<file path="config.mk">
export PLATFORM = sky130hd
export DESIGN_NAME = serial_subtractor_flat
export DESIGN_NICKNAME = d
export VERILOG_FILES = /design/src/rtl/serial_subtractor_if.sv /design/src/rtl/serial_subtractor.sv /design/src/flat_wrapper.sv
export SDC_FILE = /design/constraint.sdc
export NUM_CORES = 1
export LEC_CHECK = 0
export ABC_AREA = 0
export CORE_UTILIZATION = 30
export DETAILED_ROUTE_END_ITERATION = 7
export HOLD_SLACK_MARGIN = 0.02
export PLACE_DENSITY_LB_ADDON = 0.3
export SYNTH_ARGS = -nofsm -noshare
export SYNTH_HDL_FRONTEND = slang
export SYNTH_SLANG_ARGS = --single-unit
</file>
<file path="constraint.sdc">
create_clock -name clk -period 4.25 [get_ports clk]
set_input_delay 0.425 -clock clk [delete_from_list [all_inputs] [get_ports clk]]
set_output_delay 0.425 -clock clk [all_outputs]
set_load 0.02 [all_outputs]
</file>
<file path="src/rtl/serial_subtractor_if.sv">
// rtl/serial_subtractor_if.sv - operand/result bundle for the bit-serial subtractor
interface serial_subtractor_if #(
    parameter int WIDTH = 8
);
    logic             start;
    logic [WIDTH-1:0] a;
    logic [WIDTH-1:0] b;
    logic             busy;
    logic             done;
    logic [WIDTH-1:0] diff;
    logic             bout;

    // Requester side: issues operands, observes status and result
    modport master (
        output start,
        output a,
        output b,
        input  busy,
        input  done,
        input  diff,
        input  bout
    );

    // Subtractor side: consumes operands, produces status and result
    modport slave (
        input  start,
        input  a,
        input  b,
        output busy,
        output done,
        output diff,
        output bout
    );
endinterface

</file>
<file path="src/rtl/serial_subtractor.sv">
// rtl/serial_subtractor.sv - bit-serial unsigned subtractor, LSB first, one bit per clock
module serial_subtractor #(
    parameter int WIDTH = 8
) (
    input  logic                 clk,
    input  logic                 rst,
    serial_subtractor_if.slave   bus
);
    // Counter only needs to reach WIDTH-1; keep at least one bit for WIDTH = 1.
    localparam int CW = (WIDTH > 1) ? $clog2(WIDTH) : 1;
    localparam logic [CW-1:0] LAST_BIT = CW'(WIDTH - 1);

    typedef enum logic [1:0] {
        ST_IDLE  = 2'd0,
        ST_SHIFT = 2'd1,
        ST_DONE  = 2'd2
    } state_t;

    state_t           state;
    state_t           state_nxt;

    logic [WIDTH-1:0] a_sr;
    logic [WIDTH-1:0] b_sr;
    logic [WIDTH-1:0] res_sr;
    logic [WIDTH-1:0] res_nxt;
    logic [WIDTH-1:0] diff_q;
    logic [CW-1:0]    count;
    logic             br;
    logic             br_nxt;
    logic             bout_q;
    logic             busy_q;
    logic             done_q;
    logic             ai;
    logic             bi;
    logic             d;
    logic             last;

    // Full-subtractor cell on the current LSBs plus the running borrow
    always_comb begin
        ai      = a_sr[0];
        bi      = b_sr[0];
        d       = ai ^ bi ^ br;
        br_nxt  = (~ai & bi) | (~(ai ^ bi) & br);
        // New bit enters at the MSB so after WIDTH shifts bit 0 sits at the LSB.
        res_nxt = WIDTH'({d, res_sr} >> 1);
        last    = (count == LAST_BIT);
    end

    // Next-state decode; start is only honoured in IDLE
    always_comb begin
        state_nxt = state;
        case (state)
            ST_IDLE:  if (bus.start) state_nxt = ST_SHIFT;
            ST_SHIFT: if (last)      state_nxt = ST_DONE;
            ST_DONE:                 state_nxt = ST_IDLE;
            default:                 state_nxt = ST_IDLE;
        endcase
    end

    // State register with busy/done registered from the next state
    always_ff @(posedge clk or posedge rst) begin
        if (rst) begin
            state  <= ST_IDLE;
            busy_q <= 1'b0;
            done_q <= 1'b0;
        end else begin
            state  <= state_nxt;
            busy_q <= (state_nxt != ST_IDLE);
            done_q <= (state_nxt == ST_DONE);
        end
    end

    // Operand shifting, borrow chain and result capture
    always_ff @(posedge clk or posedge rst) begin
        if (rst) begin
            a_sr   <= '0;
            b_sr   <= '0;
            res_sr <= '0;
            br     <= 1'b0;
            count  <= '0;
            diff_q <= '0;
            bout_q <= 1'b0;
        end else begin
            case (state)
                ST_IDLE: begin
                    if (bus.start) begin
                        a_sr   <= bus.a;
                        b_sr   <= bus.b;
                        res_sr <= '0;
                        br     <= 1'b0;
                        count  <= '0;
                    end
                end
                ST_SHIFT: begin
                    a_sr   <= a_sr >> 1;
                    b_sr   <= b_sr >> 1;
                    res_sr <= res_nxt;
                    br     <= br_nxt;
                    if (!last) begin
                        count <= count + 1'b1;
                    end else begin
                        // Published result only moves here, so it holds through idle and the next op.
                        diff_q <= res_nxt;
                        bout_q <= br_nxt;
                    end
                end
                default: ;
            endcase
        end
    end

    assign bus.busy = busy_q;
    assign bus.done = done_q;
    assign bus.diff = diff_q;
    assign bus.bout = bout_q;
endmodule

</file>
<file path="src/flat_wrapper.sv">
// flat-port wrapper written by rule: the top's interface ports become plain ports
module serial_subtractor_flat 
#(
    parameter int WIDTH = 8
)
  (clk, rst, bus_start, bus_a, bus_b, bus_busy, bus_done, bus_diff, bus_bout);
  serial_subtractor_if #(.WIDTH(WIDTH)) bus_i ();
  input  logic clk;
  input  logic rst;
  input wire logic [$bits(bus_i.start)-1:0] bus_start;
  input wire logic [$bits(bus_i.a)-1:0] bus_a;
  input wire logic [$bits(bus_i.b)-1:0] bus_b;
  output wire logic [$bits(bus_i.busy)-1:0] bus_busy;
  output wire logic [$bits(bus_i.done)-1:0] bus_done;
  output wire logic [$bits(bus_i.diff)-1:0] bus_diff;
  output wire logic [$bits(bus_i.bout)-1:0] bus_bout;
  assign bus_i.start = bus_start;
  assign bus_i.a = bus_a;
  assign bus_i.b = bus_b;
  assign bus_busy = bus_i.busy;
  assign bus_done = bus_i.done;
  assign bus_diff = bus_i.diff;
  assign bus_bout = bus_i.bout;
  serial_subtractor #(.WIDTH(WIDTH)) u_core (.clk(clk), .rst(rst), .bus(bus_i));
endmodule
</file>
==> results of run 1 <==
## Yosys cell counts
master / number
sky130_fd_sc_hd__o21bai_4: 1
sky130_fd_sc_hd__a222oi_1: 1
sky130_fd_sc_hd__clkbuf_1: 2
sky130_fd_sc_hd__buf_6: 3
sky130_fd_sc_hd__mux2_2: 1
sky130_fd_sc_hd__buf_4: 3
sky130_fd_sc_hd__o21a_1: 1
sky130_fd_sc_hd__o311ai_1: 1
sky130_fd_sc_hd__nand2_1: 1
sky130_fd_sc_hd__a211oi_1: 8
sky130_fd_sc_hd__mux2_1: 8
sky130_fd_sc_hd__a221o_1: 3
sky130_fd_sc_hd__dfrtp_1: 40
sky130_fd_sc_hd__fa_1: 1
sky130_fd_sc_hd__and2b_1: 1
sky130_fd_sc_hd__inv_1: 22
sky130_fd_sc_hd__nand4bb_1: 1
sky130_fd_sc_hd__nand3b_4: 1
sky130_fd_sc_hd__a211oi_2: 5
sky130_fd_sc_hd__buf_2: 4
sky130_fd_sc_hd__a22o_1: 8
sky130_fd_sc_hd__nor2b_1: 4
sky130_fd_sc_hd__nor4b_1: 13
sky130_fd_sc_hd__nor2_1: 2
sky130_fd_sc_hd__ha_1: 2
sky130_fd_sc_hd__nor3b_1: 13
sky130_fd_sc_hd__a32o_1: 1
sky130_fd_sc_hd__and3_1: 3
## cell type report
| cell class | instances | area, µm² | share of cell area |
|---|---|---|---|
| clock buffer | 6 | 82.58 | 0.03587 |
| clock inverter | 2 | 15.01 | 0.006522 |
| inverter | 22 | 82.58 | 0.03587 |
| multi-input combinational | 80 | 729.5 | 0.3168 |
| sequential | 40 | 1001 | 0.4348 |
| tap | 75 | 93.84 | 0.04076 |
| timing repair buffer | 30 | 297.8 | 0.1293 |
## worst max path at each step
stage / startpoint / end / slack, ps / cells after the start
5_1_grt: u_core.state[0]$_DFF_PP0_ / u_core.b_sr[6]$_DFFE_PP0P_ / 1880 / 2
3_5_place_dp: bus_start / u_core.b_sr[6]$_DFFE_PP0P_ / 2040 / 3
6_report: u_core.state[0]$_DFF_PP0_ / u_core.b_sr[6]$_DFFE_PP0P_ / 2080 / 2
3_3_place_gp: bus_start / u_core.count[1]$_DFFE_PP0P_ / 2090 / 3
2_1_floorplan: u_core.count[0]$_DFFE_PP0P_ / u_core.bus.bout$_DFFE_PP0P_ / 2740 / 5
4_1_cts: u_core.state[0]$_DFF_PP0_ / u_core.b_sr[6]$_DFFE_PP0P_ / 2110 / 2
## per-layer routing
| layer | track usage | share of wire |
|---|---|---|
| met1 | 0.1501 | 0.47 |
| met2 | 0.1858 | 0.47 |
| met3 | 0.03222 | 0.040 |
| met4 | 0.05357 | 0.010 |
| met5 | 0 | 0 |
## kinds of logic after synthesis
group | Yosys count
DFF | 40
and+or+nand+nor | 39
buffers and inverters | 34
AOI/OAI and AO/OA | 29
muxes | 9
adders and majority gates | 3
## through the flow
stage	power [µW]	instances
finish	1518	255
CTS	1539	255
global route	1635	255
floorplan	1112	154
detailed placement	1268	247
global placement	1259	247
## cell usage in the layout (no fill, tap or decap), types with 3 or more instances in the layout
cell and count:
sky130_fd_sc_hd__clkbuf_8 6, sky130_fd_sc_hd__a221o_1 3, sky130_fd_sc_hd__nor3b_1 13, sky130_fd_sc_hd__a211oi_2 5, sky130_fd_sc_hd__and3_1 3, sky130_fd_sc_hd__dfrtp_1 40
sky130_fd_sc_hd__a22o_1 8, sky130_fd_sc_hd__inv_1 22, sky130_fd_sc_hd__mux2_1 8, sky130_fd_sc_hd__nor4b_1 13, sky130_fd_sc_hd__a211oi_1 8, sky130_fd_sc_hd__clkdlybuf4s50_1 29
sky130_fd_sc_hd__nor2b_1 4
## worst reg2reg max path, delay by kind of cell, from the launching register on
kind	cells	cell delay (ps)
simple gates	1	720
flops	1	1040
compound gates	1	250
## report_power, final
part	switching [µW]	total, µW	internal [µW]
sequential	142	686	544
clock	132	263	131
combinational	262	569	307
total	537	1520	982
## state kept, by name, indices dropped and copies added (netlist names)
| register | count |
|---|---|
| u_core.res_sr | 7 |
| u_core.br | 1 |
| u_core.bus.diff | 8 |
| u_core.bus.done | 1 |
| u_core.count | 3 |
| u_core.bus.bout | 1 |
| u_core.b_sr | 8 |
| u_core.a_sr | 8 |
| u_core.bus.busy | 1 |
| u_core.state | 2 |
==> impl_metrics.py, run 1 <==
metrics = {
    "clock_network": {
        "cts_hold_buf": 0,
        "cts_made_buffers": 5,
        "clk_transition_reported_paths_ps": 80,
        "clk_latency_ps": 290,
        "tritoncts": "yes",
        "clockBufferDepth": 2,
        "postCtsSetupRepairBufs": 0,
        "total_of_cells_resized_after_clock_tree_synthesis": 0,
        "cts-htree-levels": 2,
        "clock-root-buffer": "sky130_fd_sc_hd__clkbuf_8",
        "cts.sink_count": 40,
    },
    "place": {
        "gpl.final_weighted_congestion": 0.7007,
        "dpl-instance-area_um2": 2205,
        "detailedPlacementHpwl_um": 2210,
        "pre_cts_slack_ps": 2036,
        "port_buffers": 29,
    },
    "global_routing": {
        "grt_overflow": 0,
        "grt_first_pass_wirelength_um": 5837,
        "gr-usage-all-layers": 0.1180,
        "number_of_global_route_vias_before_repair": 1219,
        "antenna_violations_before_repair": 0,
        "largest_net_degree_at_the_start_of_global_routing": 41,
    },
    "detailed_routing": {
        "wl_um": 3459,
        "final_antenna_net_count": 0,
        "post-route-drc-count": 0,
        "dr.pass1.iters": 4,
        "via_per_inst": 4.875,
        "via_count": 1243,
        "detailedRoute.firstIterationViolations": 102,
        "detail_route.wl_per_cell_um": 13.56,
    },
    "final_layout": {
        "post_route_cells_drive_above_1_share": 0.09444,
        "syn2layout_area_growth_pct": 21.37,
        "nFillCells": 605,
        "final_cell_area_um2": 2302,
        "design.final.nets": 201,
        "final_util": 0.3821,
        "n_antenna_cell": 0,
    },
    "floorplan": {
        "die_w_um": 81.52,
        "fp.coreArea_um2": 6026,
        "die_h_um": 81.52,
        "num_rows": 28,
        "starting_density_of_the_core": 0.3148,
        "ioPinCount": 30,
        "fp.dieArea_um2": 6645,
    },
    "synthesis": {
        "synth_sequential_area_ratio": 0.5277,
        "syn_nets": 176,
        "post_synthesis_compound_gate_area_fraction": 0.1464,
        "postSynthAreaPerCell_um2": 12.32,
        "main_combinational_cell_family_by_area_after_synthesis": "simple AND/OR/NAND/NOR gates",
        "synth_area_um2": 1897,
        "synth-simple-area-share": 0.1609,
        "synth_fa_ha_area_frac": 0.02375,
        "netlist-cell-type-count": 28,
        "yosysTopAreaCell": "sky130_fd_sc_hd__dfrtp_1",
        "synth.area.top_cells": "sky130_fd_sc_hd__dfrtp_1 (53%), sky130_fd_sc_hd__nor4b_1 (6.0%), sky130_fd_sc_hd__nor3b_1 (5.1%)",
        "netlist_instances": 154,
        "ys_ff_latch": 40,
        "synth_xor_xnor_area_share": 0,
        "muxShareOfSynthArea": 0.05343,
        "ys.warnings.count": 0,
        "synth_top_area_frac": 0.5277,
    },
    "run_status": {
        "run_status": "finished clean",
    },
    "sta": {
        "worst_slew_pin_slew_ps": 1099,
        "totalNegativeSetupSlack_ps": 0,
        "max_clock_freq_ghz": 0.4603,
        "final.hold.worst_slack_ps": 496.8,
        "worst_max_slew_margin_expressed_relative_to_the_limit": 0.2675,
        "max_slew_violations": 0,
        "final_min_period_over_clock_period": 0.5112,
        "finClkSkew_ps": 5.541,
        "rsz_0062_raised_after_global_routing": "no",
        "timing.final.hold_violations": 0,
        "report.final.setup_viol": 0,
        "clock_period_minus_worst_slack_ps": 2173,
        "layout_setup_ws_ps": 2077,
    },
    "worst_setup_path": {
        "max_stage_delay_ps": 1040,
        "r2r-end": "u_core.b_sr[6]$_DFFE_PP0P_",
        "start_kind": "flop",
        "cp_data_arrival_time_ps": 2290,
        "worst-r2r-cell-count": 2,
        "crit_path_max_fo": 36,
        "crit_required_ps": 4370,
        "cp_num_buf_inv": 0,
        "setup.worst_path.class": "flop to flop",
        "crit_chain": "nor2b_1 > a222oi_1",
        "critical_path.top_delay_family": "flip-flops",
        "reg2reg_from": "u_core.state[0]$_DFF_PP0_",
        "r2r_slack_ps": 2080,
        "crit_path_top_delay_cell": "sky130_fd_sc_hd__dfrtp_1",
        "endpoint_kind": "flop",
    },
    "power": {
        "leakagePower_uw": 0.001011,
        "ir_drop_v": 0.0002469,
        "power.density_nw_per_um2": 659.6,
    },
    "run": {
        "cap_viol_max_count": 0,
    },
    "worst_hold_path": {
        "hp-start": "u_core.bus.diff[2]$_DFFE_PP0P_",
        "worstHoldEndpoint": "u_core.bus.diff[2]$_DFFE_PP0P_",
        "kind_of_path_behind_the_tightest_hold_check": "flop to flop",
        "hold_path_depth": 1,
    },
}
Note: power is estimated with default switching activity, not from simulation.
==> run 2, diff against run 1 <==
Clock period 4.25 ns to 2.25 ns, I/O delays scaled along.
==> impl_metrics.py, run 2 (synthesis gave the netlist of run 1 again) <==
metrics = {
    "global_routing": {
        "antenna_violations_before_repair": 0,
        "largest_net_degree_at_the_start_of_global_routing": 41,
        "number_of_global_route_vias_before_repair": 1260,
        "gr-usage-all-layers": 0.1180,
        "grt_overflow": 0,
        "grt_first_pass_wirelength_um": 5934,
    },
    "clock_network": {
        "postCtsSetupRepairBufs": 0,
        "tritoncts": "yes",
        "cts.sink_count": 40,
        "total_of_cells_resized_after_clock_tree_synthesis": 0,
        "cts_made_buffers": 5,
        "cts-htree-levels": 2,
        "cts_hold_buf": 0,
        "clk_latency_ps": 300,
        "clockBufferDepth": 2,
        "clock-root-buffer": "sky130_fd_sc_hd__clkbuf_8",
        "clk_transition_reported_paths_ps": 90,
    },
    "floorplan": {
        "starting_density_of_the_core": 0.3148,
        "fp.dieArea_um2": 6645,
        "die_h_um": 81.52,
        "ioPinCount": 30,
        "num_rows": 28,
        "die_w_um": 81.52,
        "fp.coreArea_um2": 6026,
    },
    "final_layout": {
        "nFillCells": 592,
        "layout_commonest_cell": "sky130_fd_sc_hd__dfrtp_1",
        "design.final.nets": 205,
        "final_cell_mix": "sky130_fd_sc_hd__dfrtp_1 (40), sky130_fd_sc_hd__clkdlybuf4s50_1 (29), sky130_fd_sc_hd__inv_1 (22)",
        "post_route_cells_drive_above_1_share": 0.1141,
        "final_cell_area_um2": 2350,
        "n_antenna_cell": 0,
        "syn2layout_area_growth_pct": 23.88,
    },
    "detailed_routing": {
        "dr.pass1.iters": 4,
        "detailedRoute.firstIterationViolations": 92,
        "via_per_inst": 4.788,
        "final_antenna_net_count": 0,
        "via_count": 1240,
        "post-route-drc-count": 0,
        "detail_route.wl_per_cell_um": 13.91,
        "wl_um": 3603,
    },
    "place": {
        "detailedPlacementHpwl_um": 2299,
        "dpl-instance-area_um2": 2235,
        "gpl.final_weighted_congestion": 0.7723,
        "port_buffers": 29,
    },
    "sta": {
        "max_slew_violations": 0,
        "timing.final.hold_violations": 0,
        "totalNegativeSetupSlack_ps": 0,
        "report.final.setup_viol": 0,
        "clock_period_minus_worst_slack_ps": 1555,
        "rsz_0062_raised_after_global_routing": "no",
        "final.hold.worst_slack_ps": 333.8,
        "worst_slew_pin_slew_ps": 644.1,
        "finClkSkew_ps": 7.706,
        "worst_max_slew_margin_expressed_relative_to_the_limit": 0.5697,
        "max_clock_freq_ghz": 0.6431,
        "final_min_period_over_clock_period": 0.6911,
    },
    "power": {
        "ir_drop_v": 0.0003857,
        "power.density_nw_per_um2": 1279,
        "leakagePower_uw": 0.001043,
    },
    "worst_setup_path": {
        "endpoint_kind": "flop",
        "crit_path_max_fo": 11,
        "max_stage_delay_ps": 420,
        "crit_required_ps": 2440,
        "cp_num_buf_inv": 0,
        "setup.worst_path.class": "flop to flop",
        "timing.critical_path.mode_cell": "sky130_fd_sc_hd__ha_1",
        "crit_path_top_delay_cell": "sky130_fd_sc_hd__dfrtp_1",
        "crit_chain": "ha_1 > ha_1 > nand3b_4 > mux2_2",
        "critical_path.top_delay_family": "adder cells",
        "r2r_slack_ps": 700,
        "start_kind": "flop",
        "cp_data_arrival_time_ps": 1740,
    },
    "worst_hold_path": {
        "kind_of_path_behind_the_tightest_hold_check": "input port to asynchronous set/reset pin",
    },
    "run_status": {
        "run_status": "finished clean",
    },
    "run": {
        "cap_viol_max_count": 0,
    },
}
## run 2: worst reg2reg max path: cells and delay by family, from the launching register on
family	cells	cell delay, ps
fa+ha+maj	2	470
flops	1	420
mux	1	350
simple gates	1	200
## run 2: final cells by class
class,instances,area (µm²),area share
Inverter,22,82.58,0.03514
Sequential cell,40,1001,0.4260
Multi-Input combinational cell,80,729.5,0.3104
Clock buffer,5,68.82,0.02929
Clock inverter,3,46.29,0.01970
Tap cell,75,93.84,0.03994
Timing Repair Buffer,34,327.8,0.1395
## run 2: final timing paths
| path | from | to | cells after the start |
|---|---|---|---|
| setup / recovery | u_core.count[0]$_DFFE_PP0P_ | u_core.bus.diff[6]$_DFFE_PP0P_ | 4 |
| hold / removal | rst | u_core.bus.busy$_DFF_PP0_ | 3 |
| setup reg to reg | u_core.count[0]$_DFFE_PP0P_ | u_core.bus.diff[6]$_DFFE_PP0P_ | 4 |
| hold reg to reg | u_core.bus.diff[4]$_DFFE_PP0P_ | u_core.bus.diff[4]$_DFFE_PP0P_ | 1 |
| max in group asynchronous | rst | u_core.b_sr[4]$_DFFE_PP0P_ | 3 |
| min in group clk | u_core.bus.diff[4]$_DFFE_PP0P_ | u_core.bus.diff[4]$_DFFE_PP0P_ | 1 |
## run 2: routing by layer
metal  up-vias  track usage  part of all wire
met3         5      0.03000             0.028
met1       609       0.1613              0.50
met4         0      0.03750             0.015
li1        608            -                 -
met5         -            0                 0
met2        18       0.1817              0.46
## run 2: stage by stage
step	util	power, µW	cells	worst slack [ps]
after detailed placement	0.3708	2431	251	599.9
after global routing	0.3900	3219	259	587.7
after CTS	0.3900	3049	259	688.4
after floorplan	-	2100	154	736.5
after global placement	0.3708	2411	251	612.5
final	0.3900	3005	259	695.1
## run 2: report_power, final
| group | internal [µW] | switching [µW] |
|---|---|---|
| registers | 1030 | 202 |
| logic | 596 | 566 |
| clock network | 334 | 279 |
==> run 3, diff against run 2 <==
Clock period 2.25 ns to 1.4 ns, I/O delays scaled along.
==> impl_metrics.py, run 3 (synthesis gave the netlist of run 1 again) <==
metrics = {
    "worst_setup_path": {
        "path_depth": 4,
        "start_kind": "flop",
        "endpoint_kind": "flop",
        "cp_data_arrival_time_ps": 1570,
        "max_stage_delay_ps": 380,
        "worst-r2r-cell-count": 4,
        "setup.worst_path.class": "flop to flop",
        "cp_num_buf_inv": 0,
        "crit_path_top_delay_cell": "sky130_fd_sc_hd__dfrtp_1",
        "crit_required_ps": 1570,
        "crit_chain": "ha_2 > ha_4 > nand3b_4 > mux2_4",
        "crit_path_max_fo": 7,
        "critical_path.top_delay_family": "adder cells",
    },
    "detailed_routing": {
        "wl_um": 3927,
        "detail_route.wl_per_cell_um": 14.38,
        "detailedRoute.firstIterationViolations": 44,
        "via_count": 1319,
        "dr.pass1.iters": 4,
        "post-route-drc-count": 0,
        "via_per_inst": 4.832,
        "final_antenna_net_count": 0,
    },
    "floorplan": {
        "num_rows": 28,
        "die_w_um": 81.52,
        "die_h_um": 81.52,
        "starting_density_of_the_core": 0.3148,
        "fp.coreArea_um2": 6026,
        "ioPinCount": 30,
        "fp.dieArea_um2": 6645,
    },
    "final_layout": {
        "final_util": 0.4184,
        "layout_commonest_cell": "sky130_fd_sc_hd__dfrtp_1",
        "n_antenna_cell": 0,
        "final_cells": 273,
        "design.final.nets": 219,
        "final_cell_mix": "sky130_fd_sc_hd__dfrtp_1 (39), sky130_fd_sc_hd__inv_1 (21), sky130_fd_sc_hd__clkdlybuf4s50_1 (19)",
        "post_route_cells_drive_above_1_share": 0.2323,
        "syn2layout_area_growth_pct": 32.92,
    },
    "place": {
        "detailedPlacementHpwl_um": 2461,
        "port_buffers": 29,
        "gpl.final_weighted_congestion": 0.6869,
        "dp_cells": 259,
        "pre_cts_slack_ps": -112.9,
    },
    "global_routing": {
        "groute.layer.met1.usage": 0.1606,
        "grt_first_pass_wirelength_um": 6299,
        "number_of_global_route_vias_before_repair": 1309,
        "largest_net_degree_at_the_start_of_global_routing": 41,
        "antenna_violations_before_repair": 0,
        "groute.layer.met3.usage": 0.03333,
        "grt_overflow": 0,
        "gr-usage-all-layers": 0.1292,
        "grt_most_used_layer": "met2",
        "globalRouteMet2Util": 0.2067,
    },
    "sta": {
        "finClkSkew_ps": 4.761,
        "report.final.setup_viol": 0,
        "layout_setup_ws_ps": 6.481,
        "timing.final.hold_violations": 0,
        "worst_slew_pin_slew_ps": 439.5,
        "max_slew_violations": 0,
        "rsz_0062_raised_after_global_routing": "yes",
        "max_clock_freq_ghz": 0.7176,
        "clock_period_minus_worst_slack_ps": 1394,
        "final_min_period_over_clock_period": 0.9954,
        "totalNegativeSetupSlack_ps": 0,
        "worst_max_slew_margin_expressed_relative_to_the_limit": 0.7057,
    },
    "power": {
        "power.density_nw_per_um2": 1966,
        "report.power.total_uw": 4958,
        "ir_drop_v": 0.0006937,
        "leakagePower_uw": 0.001250,
    },
    "clock_network": {
        "clk_latency_ps": 290,
        "cts_hold_buf": 0,
        "clockBufferDepth": 2,
        "cts.sink_count": 40,
        "tritoncts": "yes",
        "cts_made_buffers": 5,
        "cts-htree-levels": 2,
        "clock-root-buffer": "sky130_fd_sc_hd__clkbuf_8",
        "clk_transition_reported_paths_ps": 70,
    },
    "run_status": {
        "run_status": "finished clean",
    },
    "worst_hold_path": {
        "kind_of_path_behind_the_tightest_hold_check": "input port to asynchronous set/reset pin",
    },
    "run": {
        "cap_viol_max_count": 0,
    },
}
## run 3: report_power, final
part	switching, µW	total (µW)	internal (µW)
registers	300	1960	1660
logic	1040	2210	1170
clock network	388	791	402
## run 3: final timing paths
kind / slack, ps / startpoint / endpoint
worst max-delay path: 6 / u_core.count[1]$_DFFE_PP0P_ / u_core.bus.diff[2]$_DFFE_PP0P_
worst min-delay path: 210 / rst / u_core.bus.diff[7]$_DFFE_PP0P_
worst max register to register: 6 / u_core.count[1]$_DFFE_PP0P_ / u_core.bus.diff[2]$_DFFE_PP0P_
worst min register to register: 500 / u_core.a_sr[7]$_DFFE_PP0P_ / u_core.a_sr[7]$_DFFE_PP0P_
max in group asynchronous: 980 / rst / u_core.state[1]$_DFF_PP0_
min in group clk: 490 / bus_b[7] / u_core.b_sr[7]$_DFFE_PP0P_
## run 3: tightest hold or removal path, delay by kind of cell
kind	cells	cell delay, ps
buf+inv	3	720
## run 3: layout make-up
class | count | area (µm²)
flip-flops and latches | 40 | 1002
well taps | 75 | 93.84
inverters | 22 | 82.58
multi-input cells | 81 | 800.8
fillers | 566 | 3505
clock buffers | 8 | 90.09
repair buffers | 47 | 451.7
## run 3: per-layer routing
| metal | share of wire | vias to the layer above |
|---|---|---|
| met2 | 0.46 | 16 |
| met5 | 0 | - |
| met1 | 0.48 | 659 |
| met3 | 0.031 | 6 |
| met4 | 0.021 | 0 |
| li1 | - | 638 |
## run 3: repair_timing
| action | 4_1_cts | 5_1_grt |
|---|---|---|
| buffers inserted | 2 | 3 |
| gates cloned | 1 | 0 |
| gates resized for setup | 12 | 12 |
| pin swaps | 2 | 1 |
| endpoints found under the setup margin | 14 | 18 |
## run 3: stage by stage
| stage | cell area, µm² | hold WS (ps) |
|---|---|---|
| after floorplan | 1916 | 309.7 |
| after global placement | 2322 | 476.0 |
| after detailed placement | 2322 | 480.6 |
| after CTS | 2467 | 206.9 |
| after global routing | 2521 | 251.8 |
| final | 2521 | 206.5 |
